===== src/rtl/ux607_pwm8_icb_arb.sv =====
// Two-requester ICB arbiter in front of the PWM8 slave: round-robin grant, one
// outstanding transaction, command and response paths forwarded combinationally.
`ifndef UX607_PA_SIZE
`define UX607_PA_SIZE 32
`endif

module ux607_pwm8_icb_arb #(
    parameter int AW = `UX607_PA_SIZE
) (
    input  logic          clk,
    input  logic          rst_n,
    input  logic          m0_icb_cmd_valid,
    output logic          m0_icb_cmd_ready,
    input  logic [AW-1:0] m0_icb_cmd_addr,
    input  logic          m0_icb_cmd_read,
    input  logic [31:0]   m0_icb_cmd_wdata,
    output logic          m0_icb_rsp_valid,
    input  logic          m0_icb_rsp_ready,
    output logic [31:0]   m0_icb_rsp_rdata,
    input  logic          m1_icb_cmd_valid,
    output logic          m1_icb_cmd_ready,
    input  logic [AW-1:0] m1_icb_cmd_addr,
    input  logic          m1_icb_cmd_read,
    input  logic [31:0]   m1_icb_cmd_wdata,
    output logic          m1_icb_rsp_valid,
    input  logic          m1_icb_rsp_ready,
    output logic [31:0]   m1_icb_rsp_rdata,
    output logic          s_icb_cmd_valid,
    input  logic          s_icb_cmd_ready,
    output logic [AW-1:0] s_icb_cmd_addr,
    output logic          s_icb_cmd_read,
    output logic [31:0]   s_icb_cmd_wdata,
    input  logic          s_icb_rsp_valid,
    output logic          s_icb_rsp_ready,
    input  logic [31:0]   s_icb_rsp_rdata,
    output logic          busy,
    output logic          owner
);

    typedef enum logic [1:0] {IDLE = 2'd0, CMD = 2'd1, RSP = 2'd2} state_t;

    state_t        state_reg, state_next;
    logic          owner_reg, owner_next;
    logic          last_reg, last_next;

    logic [1:0]    cmd_valid_vec;
    logic [1:0]    cmd_read_vec;
    logic [1:0]    rsp_ready_vec;
    logic [AW-1:0] cmd_addr_arr  [2];
    logic [31:0]   cmd_wdata_arr [2];
    logic [1:0]    cmd_ready_vec;
    logic [1:0]    rsp_valid_vec;
    logic [31:0]   rsp_rdata_arr [2];
    logic          own_cmd_valid;

    assign cmd_valid_vec    = {m1_icb_cmd_valid, m0_icb_cmd_valid};
    assign cmd_read_vec     = {m1_icb_cmd_read, m0_icb_cmd_read};
    assign rsp_ready_vec    = {m1_icb_rsp_ready, m0_icb_rsp_ready};
    assign cmd_addr_arr[0]  = m0_icb_cmd_addr;
    assign cmd_addr_arr[1]  = m1_icb_cmd_addr;
    assign cmd_wdata_arr[0] = m0_icb_cmd_wdata;
    assign cmd_wdata_arr[1] = m1_icb_cmd_wdata;
    assign own_cmd_valid    = cmd_valid_vec[owner_reg];

    always_ff @(posedge clk) begin
        if (!rst_n) begin
            state_reg <= IDLE;
            owner_reg <= 1'b0;
            last_reg  <= 1'b1;  // requester 0 wins the first tie
        end else begin
            state_reg <= state_next;
            owner_reg <= owner_next;
            last_reg  <= last_next;
        end
    end

    always_comb begin
        state_next      = state_reg;
        owner_next      = owner_reg;
        last_next       = last_reg;
        s_icb_cmd_valid = 1'b0;
        s_icb_cmd_addr  = '0;
        s_icb_cmd_read  = 1'b0;
        s_icb_cmd_wdata = '0;
        s_icb_rsp_ready = 1'b0;
        case (state_reg)
            IDLE: begin
                if (|cmd_valid_vec) begin
                    state_next = CMD;
                    owner_next = (&cmd_valid_vec) ? ~last_reg : cmd_valid_vec[1];
                end
            end
            CMD: begin
                s_icb_cmd_valid = own_cmd_valid;
                if (own_cmd_valid) begin
                    s_icb_cmd_addr  = cmd_addr_arr[owner_reg];
                    s_icb_cmd_read  = cmd_read_vec[owner_reg];
                    s_icb_cmd_wdata = cmd_wdata_arr[owner_reg];
                end
                // A withdrawn request releases the grant without touching last
                if (!own_cmd_valid)
                    state_next = IDLE;
                else if (s_icb_cmd_ready)
                    state_next = RSP;
            end
            RSP: begin
                s_icb_rsp_ready = rsp_ready_vec[owner_reg];
                if (s_icb_rsp_valid && rsp_ready_vec[owner_reg]) begin
                    state_next = IDLE;
                    last_next  = owner_reg;
                end
            end
            default: state_next = IDLE;
        endcase
    end

    for (genvar gi = 0; gi < 2; gi++) begin : g_req
        localparam logic IDX = 1'(gi);
        assign cmd_ready_vec[gi] = (state_reg == CMD) && (owner_reg == IDX) && s_icb_cmd_ready;
        assign rsp_valid_vec[gi] = (state_reg == RSP) && (owner_reg == IDX) && s_icb_rsp_valid;
        assign rsp_rdata_arr[gi] = ((state_reg == RSP) && (owner_reg == IDX)) ? s_icb_rsp_rdata : 32'd0;
    end

    assign m0_icb_cmd_ready = cmd_ready_vec[0];
    assign m1_icb_cmd_ready = cmd_ready_vec[1];
    assign m0_icb_rsp_valid = rsp_valid_vec[0];
    assign m1_icb_rsp_valid = rsp_valid_vec[1];
    assign m0_icb_rsp_rdata = rsp_rdata_arr[0];
    assign m1_icb_rsp_rdata = rsp_rdata_arr[1];
    assign busy             = (state_reg != IDLE);
    assign owner            = owner_reg;

endmodule


===== config.mk =====
export PLATFORM = sky130hd
export DESIGN_NAME = ux607_pwm8_icb_arb
export DESIGN_NICKNAME = d
export VERILOG_FILES = /design/src/rtl/ux607_pwm8_icb_arb.sv
export SDC_FILE = /design/constraint.sdc
export NUM_CORES = 1
export LEC_CHECK = 0
export ABC_AREA = 1
export CAP_MARGIN = 5
export CORE_AREA = 2 2 117 119
export CTS_BUF_LIST = sky130_fd_sc_hd__clkbuf_8
export CTS_CLUSTER_DIAMETER = 100
export DETAILED_ROUTE_END_ITERATION = 8
export DIE_AREA = 0 0 119 121
export HOLD_SLACK_MARGIN = 0.03
export PLACE_DENSITY = 0.62
export SYNTH_ARGS = -nofsm -noshare
export SYNTH_HDL_FRONTEND = slang
export SYNTH_SLANG_ARGS = --single-unit

===== constraint.sdc =====
create_clock -name clk -period 1.15 [get_ports clk]
set_input_delay 0.1725 -clock clk [delete_from_list [all_inputs] [get_ports clk]]
set_output_delay 0.1725 -clock clk [all_outputs]
set_load 0.02 [all_outputs]

==> flow_summary.toml, run 1 <==
[placement]
dp_hpwl_mm = 9.91
routabilityCongestion = 0.828
portBuffers = 306
pre_cts_ws_ns = -1.09

[setup_path]
end_kind = "output pin"
required_ns = 0.98
cp_data_arrival_time_ns = 1.45
critPathKind = "register to output pin"
crit_chain = "inv_6 > nand2_4 > nand2_4 > nand2_8 > buf_6 > buf_16 > a21oi_4 > buf_6"
cp_max_fo = 7
worst_setup_path_start_kind = "register"
slowest_stage = "dfxtp_4"
slowest_delay_ns = 0.36

[clock_tree]
cts_sinks = 4
cts_max_level = 1
numCtsBuffers = 3
root_buffer = "clkbuf_8"
clock_path_buffers = 2
clk_latency_ns = 0.22
ctsHoldBuffers = 0
path_clk_slew_ns = 0.03
cts_tree = "yes"

[synthesis]
seq_area_frac_synth_pct = 4.63
yosys.area.top_type_share_pct = 31.2
synth_area_um2 = 1730
syn_avg_cell_area_um2 = 4.68
yosysUniqueCellTypes = 16
synth_area_leaders = "nand2_1 (31%), nor2_1 (15%), a21oi_2 (15%)"
postSynthNetCount = 540
syn_inst = 370
yosys_warnings = 0
ys_seq_elements = 4
synth_top_area_cell = "nand2_1"

[die]
die_h_um = 121
fp-row-count = 42
die_w_um = 119
initial_core_util_pct = 13.2
ios = 307
core_um2 = 13100
die_area_um2 = 14400

[grt]
grt_pass1_vias = 3690
grt_overflow_total = 0
grt_max_degree = 29
track_usage_pct = 16.5
grt_pass1_wl_mm = 18.9
antenna_found_initial = 0

[timing]
rsz0062_at_grt = "true"
slew_violations = 0
finClkSkew_ns = 0.000205
worstMarginPinSlew_ns = 0.301
worst_slack_ns = -0.470
slew_headroom_pct = 79.9
hold_violations = 0
max_freq_mhz = 617
fin_tns_setup_ns = -51.21
period_minus_slack_ns = 1.62
setup_violations = 139
min_period_over_period_pct = 141

[power]
p_per_area_nw_per_um2 = 480
peakVddDrop_v = 0.000203
power_leakage_nw = 2.75

[routing]
postRouteAntennaNets = 0
drt-wirelength-per-cell_um = 14.7
drtPass1Iterations = 4
vias = 3569
drt-initial-drc-count = 69
vias_per_cell = 4.12
wl_mm = 12.7
drc = 0

[status]
violations = "setup timing"
status = "complete, but fails checks"

[final_layout]
syn2layout_area_growth_pct = 278
largest_reg_flops = 2
diodes = 0
nets = 862
drive_gt1_share_pct = 46.8

[worst_hold_path]
hold_path_class = "input pin to register"

[flow_run]
maxCapViolations = 0
## cells in the mapped netlist, drive strengths merged
master,instances
nand3,6
dfxtp,4
nand2,145
o21ai,2
buf,22
a21oi,67
nor2,69
inv,47
clkbuf,6
nor3,2
## power breakdown
| part | internal (mW) | switching (mW) |
|---|---|---|
| clock | 0.224 | 0.0794 |
| sequential | 0.153 | 0.0116 |
| combinational | 1.37 | 1.31 |
## worst max-delay path, delay by kind of cell, from the launching register on
kind / cells / cell delay, ns
buffers and inverters: 4 / 0.50
DFF: 1 / 0.36
and+or+nand+nor: 3 / 0.23
AOI/OAI and AO/OA: 1 / 0.13
## cell families after synthesis
group | count (synthesis) | share of synthesized area (%)
AO/OA/AOI/OAI | 69 | 26.2
AND/OR/NAND/NOR | 222 | 48.9
buffers and inverters | 75 | 20.2
flip-flops | 4 | 4.63
## final timing paths
check                                      startpoint               endpoint  slack [ns]  cells after the start
worst max register to register     owner$_SDFFE_PN0P_  last_reg$_SDFFE_PN1P_       -0.13                      9
worst min register to register  last_reg$_SDFFE_PN1P_  last_reg$_SDFFE_PN1P_        0.48                      2
worst max-delay path               owner$_SDFFE_PN0P_     s_icb_cmd_wdata[3]       -0.47                      8
worst min-delay path                 m0_icb_cmd_valid     owner$_SDFFE_PN0P_        0.48                      4
## routing by layer
metal | part of all wire (%) | GRT usage, %
met2 | 56 | 33.2
met4 | 1.1 | 2.83
met3 | 8.3 | 3.57
met5 | 0 | 0
met1 | 35 | 17.6
## cell type report
cell class	instances	area (um^2)
inverters	47	186
flip-flops and latches	4	86.3
fillers	1261	6540
clock buffers	3	41.3
well taps	176	220
repair buffers	345	3630
multi-input cells	291	2370
## metrics by stage
step	area, um^2	total power, mW	util (%)	cells	hold slack, ns
finish	6540	3.14	50.0	866	0.480
global route	6540	3.31	50.0	866	0.503
CTS	6430	3.15	49.2	865	0.466
detailed placement	6000	2.47	45.9	845	0.481
global placement	6000	2.45	45.9	845	0.483
floorplan	2680	1.33	-	370	0.257
## timing repair
item	4_1_cts	5_1_grt
gates cloned	9	2
endpoints found under the setup margin	139	139
setup buffers	9	0
pin swaps	4	2
gates resized for setup	775	24
## placed cells by master (no fill, tap or decap), types with 2 or more instances in the layout
master	instances
inv_4	2
buf_6	77
nor2_4	59
clkdlybuf4s50_1	167
nor2_1	8
dlygate4sd2_1	3
buf_4	68
dfxtp_2	2
nand2_2	2
nand3_1	5
nand2_8	2
nand2_4	3
o21ai_0	2
nor3_4	2
a21oi_2	11
a21oi_4	54
a21oi_1	2
buf_16	9
nor2_2	2
inv_1	41
clkdlybuf4s15_2	2
inv_2	3
buf_12	9
clkbuf_8	3
nand2_1	138
buf_2	7
Note: power is estimated with default switching activity, not from simulation.
==> run 2, diff against run 1 <==
PLACE_DENSITY = not set   (was 0.62)
==> run 2 against run 1 <==
  * The run still ends with setup timing left
  * Power is 7.9% higher
  * Non-clock buffer count is 29 higher
  * Wire length is 11% higher
==> flow_summary.toml, run 2 (synthesis results as in run 1) <==
[final_layout]
mostFrequentLayoutCells = "clkdlybuf4s50_1 (167), buf_6 (111), nand2_1 (104), nor2_4 (63), buf_4 (59)"
nets = 891
syn2layout_area_growth_pct = 314
final_common_cell = "clkdlybuf4s50_1"
largest_reg_flops = 2
stdcell_count = 895
diodes = 0
nFillCells = 1152
drive_gt1_share_pct = 54.1
design_area_um2 = 7170

[status]
violations = "setup timing"
status = "complete, but fails checks"

[power]
power_leakage_nw = 2.98
power.internal_mw = 1.89
p_comb_share_pct = 86.1
p_sw_share_pct = 44.2
switching_power_mw = 1.50
peakVddDrop_v = 0.000290
power_frac_seq_pct = 5.0
total_power_mw = 3.39
power_frac_clock_pct = 8.9
p_per_area_nw_per_um2 = 472

[routing]
drt-wirelength-per-cell_um = 15.8
vias_per_cell = 4.16
vias = 3720
drc = 0
postRouteAntennaNets = 0
wl_mm = 14.2
drtPass1Iterations = 4
drt-initial-drc-count = 44

[setup_path]
critPathKind = "register to output pin"
required_ns = 0.98
cp_data_arrival_time_ns = 1.50
cp_max_fo = 8
end_kind = "output pin"
worst_setup_path_start_kind = "register"

[timing]
worst_slack_ns = -0.522
worstMarginPinSlew_ns = 0.296
fin_tns_setup_ns = -55.28
slew_violations = 0
slew_headroom_pct = 80.0
period_minus_slack_ns = 1.67
min_period_over_period_pct = 145
setup_violations = 138
rsz0062_at_grt = "true"
max_freq_mhz = 598
hold_violations = 0
finClkSkew_ns = 0.00526
timing.hold.ws_ns = 0.479

[die]
ios = 307
core_um2 = 13100
die_area_um2 = 14400
initial_core_util_pct = 13.2
die_w_um = 119
fp-row-count = 42
die_h_um = 121

[grt]
grt_pass1_vias = 3873
antenna_found_initial = 0
grt_overflow_total = 0
grt_max_degree = 27
track_usage_pct = 17.0
grt_pass1_wl_mm = 19.4

[placement]
portBuffers = 306
placed_cells = 851
routabilityCongestion = 0.818
dp_hpwl_mm = 9.84
placed_area_um2 = 6030

[clock_tree]
root_buffer = "clkbuf_8"
cts_tree = "yes"
clock_path_buffers = 2
cts_max_level = 1
clk_latency_ns = 0.22
ctsHoldBuffers = 0
numCtsBuffers = 3
path_clk_slew_ns = 0.03
cts_sinks = 4

[flow_run]
maxCapViolations = 0

[worst_hold_path]
hold_path_class = "register to register"
run 2: cell type report:
| cell class | instances | area, um^2 | share of cell area, % |
|---|---|---|---|
| inverter | 47 | 194 | 2.70 |
| multi-input combinational | 291 | 2520 | 35.1 |
| sequential | 4 | 86.3 | 1.20 |
| timing repair buffer | 374 | 4110 | 57.3 |
| tap | 176 | 220 | 3.07 |
| clock buffer | 3 | 41.3 | 0.576 |
run 2: final timing paths:
kind                             start                         to  slack [ns]  depth (start not counted)
max          state_reg[0]$_SDFFE_PN0P_         s_icb_cmd_addr[28]       -0.52                          8
min              last_reg$_SDFFE_PN1P_      last_reg$_SDFFE_PN1P_        0.48                          2
max reg2reg         owner$_SDFFE_PN0P_  state_reg[1]$_SDFFE_PN0P_       -0.10                          8
min reg2reg      last_reg$_SDFFE_PN1P_      last_reg$_SDFFE_PN1P_        0.48                          2
run 2: per-layer routing:
metal,global-route usage (%),part of all wire (%),wire (um),up-vias
met1,16.6,34,4840,1698
met2,35.2,57,8080,188
met3,4.32,7.8,1100,10
met4,3.50,1.0,146,0
li1,-,-,-,1824
met5,0,0,0,-
run 2: worst max-delay path, stage by stage (launching register included):
cell     delay [ns]
dfxtp_2        0.33
inv_2          0.04
nor2_1         0.08
buf_4          0.15
nand2_8        0.11
buf_6          0.16
buf_12         0.15
a21oi_2        0.11
buf_4          0.15
run 2: repair_timing:
action                                  4_1_cts  5_1_grt
gates resized for setup                     722      165
buffers inserted                             19        9
gates cloned                                  8        6
endpoints found under the setup margin      139      140
pin swaps                                     2       11
run 2: power by group through the flow:
stage | clock network (mW) | logic, mW | registers (mW)
global placement | 0 | 2.30 | 0.164
finish | 0.302 | 2.92 | 0.168
CTS | 0.307 | 2.58 | 0.166
floorplan | 0 | 1.16 | 0.163
global route | 0.317 | 3.09 | 0.169
detailed placement | 0 | 2.31 | 0.165
run 2: per-stage QoR:
stage                     worst slack (ns)  util, %
after detailed placement             -1.03     46.1
after global placement               -1.01     46.1
after CTS                           -0.532     49.1
final                               -0.522     54.8
after floorplan                     -0.232        -
after global routing                -0.566     54.8
==> run 3, diff against run 2 <==
CTS_BUF_LIST = not set   (was sky130_fd_sc_hd__clkbuf_8)
RECOVER_POWER = 100   (was not set)
REMOVE_ABC_BUFFERS = 1   (was not set)
==> run 3 against run 2 <==
  * The flow still finishes with violations (setup timing)
  * Cell area decreased by 18%
  * Register-to-register slack got worse by 0.07 ns
  * Via count decreased by 2.4%
  * Sequential cell count unchanged
  * Clock-buffer cell count unchanged
  * First-iteration DRC count increased by 110%
  * Largest power group unchanged
==> flow_summary.toml, run 3 (synthesis results as in run 1) <==
[setup_path]
cp_max_fo = 8
crit_chain = "inv_8 > nand2_4 > nand2_4 > nand2_8 > buf_12 > a21oi_2 > buf_6"
slowest_stage = "dfxtp_4"
end_kind = "output pin"
critPathTopFamily = "buffers and inverters"
worstPathBufferInverterCount = 3
worst_setup_path_start_kind = "register"
cp_data_arrival_time_ns = 1.44
worst_path_most_repeated_cell = "nand2_4"
critPathKind = "register to output pin"
required_ns = 0.98
slowest_delay_ns = 0.36

[grt]
grt_pass1_vias = 3540
antenna_found_initial = 0
track_usage_pct = 15.9
grt_overflow_total = 0
grt_pass1_wl_mm = 18.3
grt_max_degree = 59

[timing]
min_period_over_period_pct = 140
setup_violations = 138
timing.hold.ws_ns = 0.493
period_minus_slack_ns = 1.61
rsz0062_at_grt = "true"
slew_headroom_pct = 86.6
hold_violations = 0
finClkSkew_ns = 0.00147
max_freq_mhz = 620
worstMarginPinSlew_ns = 0.199
worst_slack_ns = -0.462
slew_violations = 0

[clock_tree]
numCtsBuffers = 3
root_buffer = "clkbuf_16"
ctsHoldBuffers = 0
path_clk_slew_ns = 0.03
cts_sinks = 4
clk_latency_ns = 0.23
cts_max_level = 1
cts_tree = "yes"
clock_path_buffers = 2

[routing]
drt-wirelength-per-cell_um = 15.8
drtPass1Iterations = 4
vias = 3629
vias_per_cell = 4.19
drc = 0
drt-initial-drc-count = 94
wl_mm = 13.7
postRouteAntennaNets = 0

[die]
ios = 307
die_h_um = 121
fp-row-count = 42
die_area_um2 = 14400
die_w_um = 119
core_um2 = 13100
initial_core_util_pct = 13.2

[power]
power_leakage_nw = 2.69
peakVddDrop_v = 0.000335
total_power_mw = 3.18
p_per_area_nw_per_um2 = 541

[flow_run]
maxCapViolations = 0

[placement]
pre_cts_ws_ns = -1.00
placed_area_um2 = 5060
dp_hpwl_mm = 8.93
portBuffers = 306
routabilityCongestion = 0.854

[status]
status = "complete, but fails checks"
violations = "setup timing"

[final_layout]
syn2layout_area_growth_pct = 239
design_area_um2 = 5870
mostFrequentLayoutCells = "clkdlybuf4s50_1 (167), nand2_1 (136), buf_4 (106), buf_6 (50), nor2_1 (46)"
drive_gt1_share_pct = 42.0
final_common_cell = "clkdlybuf4s50_1"
nets = 862
diodes = 0
largest_reg_flops = 2

[worst_hold_path]
hold_path_class = "register to register"
==> run 3: cell count changes in the layout (fill, tap and decap cells not counted), sizes merged <==
cell / change
clkdlybuf4s15: -1
clkinv: -1
inv: +1
clkbuf: -2
dlymetal6s2s: -1
buf: -25
==> run 3: layout make-up <==
cell class	count	area [um^2]
fill	1297	7210
timing repair buffer	345	3500
multi-input combinational	291	1810
tap	176	220
inverter	47	184
sequential	4	86.3
clock buffer	3	75.1
==> run 3: path summary, 6_finish.rpt <==
check             slack [ns]  cells after the start             startpoint                         to
setup / recovery       -0.46                      7     owner$_SDFFE_PN0P_             s_icb_cmd_read
hold / removal          0.49                      2  last_reg$_SDFFE_PN1P_      last_reg$_SDFFE_PN1P_
setup reg to reg       -0.17                      9     owner$_SDFFE_PN0P_  state_reg[1]$_SDFFE_PN0P_
hold reg to reg         0.49                      2  last_reg$_SDFFE_PN1P_      last_reg$_SDFFE_PN1P_
==> run 3: power by group <==
group / internal, mW / switching, mW
Sequential: 0.153 / 0.0171
Clock: 0.445 / 0.104
Combinational: 1.28 / 1.18
==> run 3: timing repair <==
action / 4_1_cts / 5_1_grt
buffers inserted: 2 / 4
endpoints found under the setup margin: 139 / 138
pin swaps: 4 / 5
cloned: 6 / 7
hold endpoints to repair: 0 / 0
resized for setup: 759 / 106
==> run 3: worst min-delay path, delay by kind of cell (launching register included) <==
kind,cells,cell delay [ns]
AOI/OAI and AO/OA,1,0.05
and+or+nand+nor,1,0.07
DFF,1,0.31
==> run 3: stage by stage <==
stage	util (%)	instances	TNS (ns)
2_1_floorplan	-	342	-284.43
3_3_place_gp	38.6	844	-98.58
3_5_place_dp	38.6	844	-98.62
4_1_cts	40.5	855	-50.20
5_1_grt	44.9	866	-60.22
6_report	44.9	866	-51.94
==> run 3: routing by layer <==
metal	global-route usage, %	vias to the layer above	wire length, um
met4	3.57	0	193
met5	0	-	0
met2	30.7	190	7130
met1	17.3	1665	5200
met3	3.95	14	1140
li1	-	1760	-
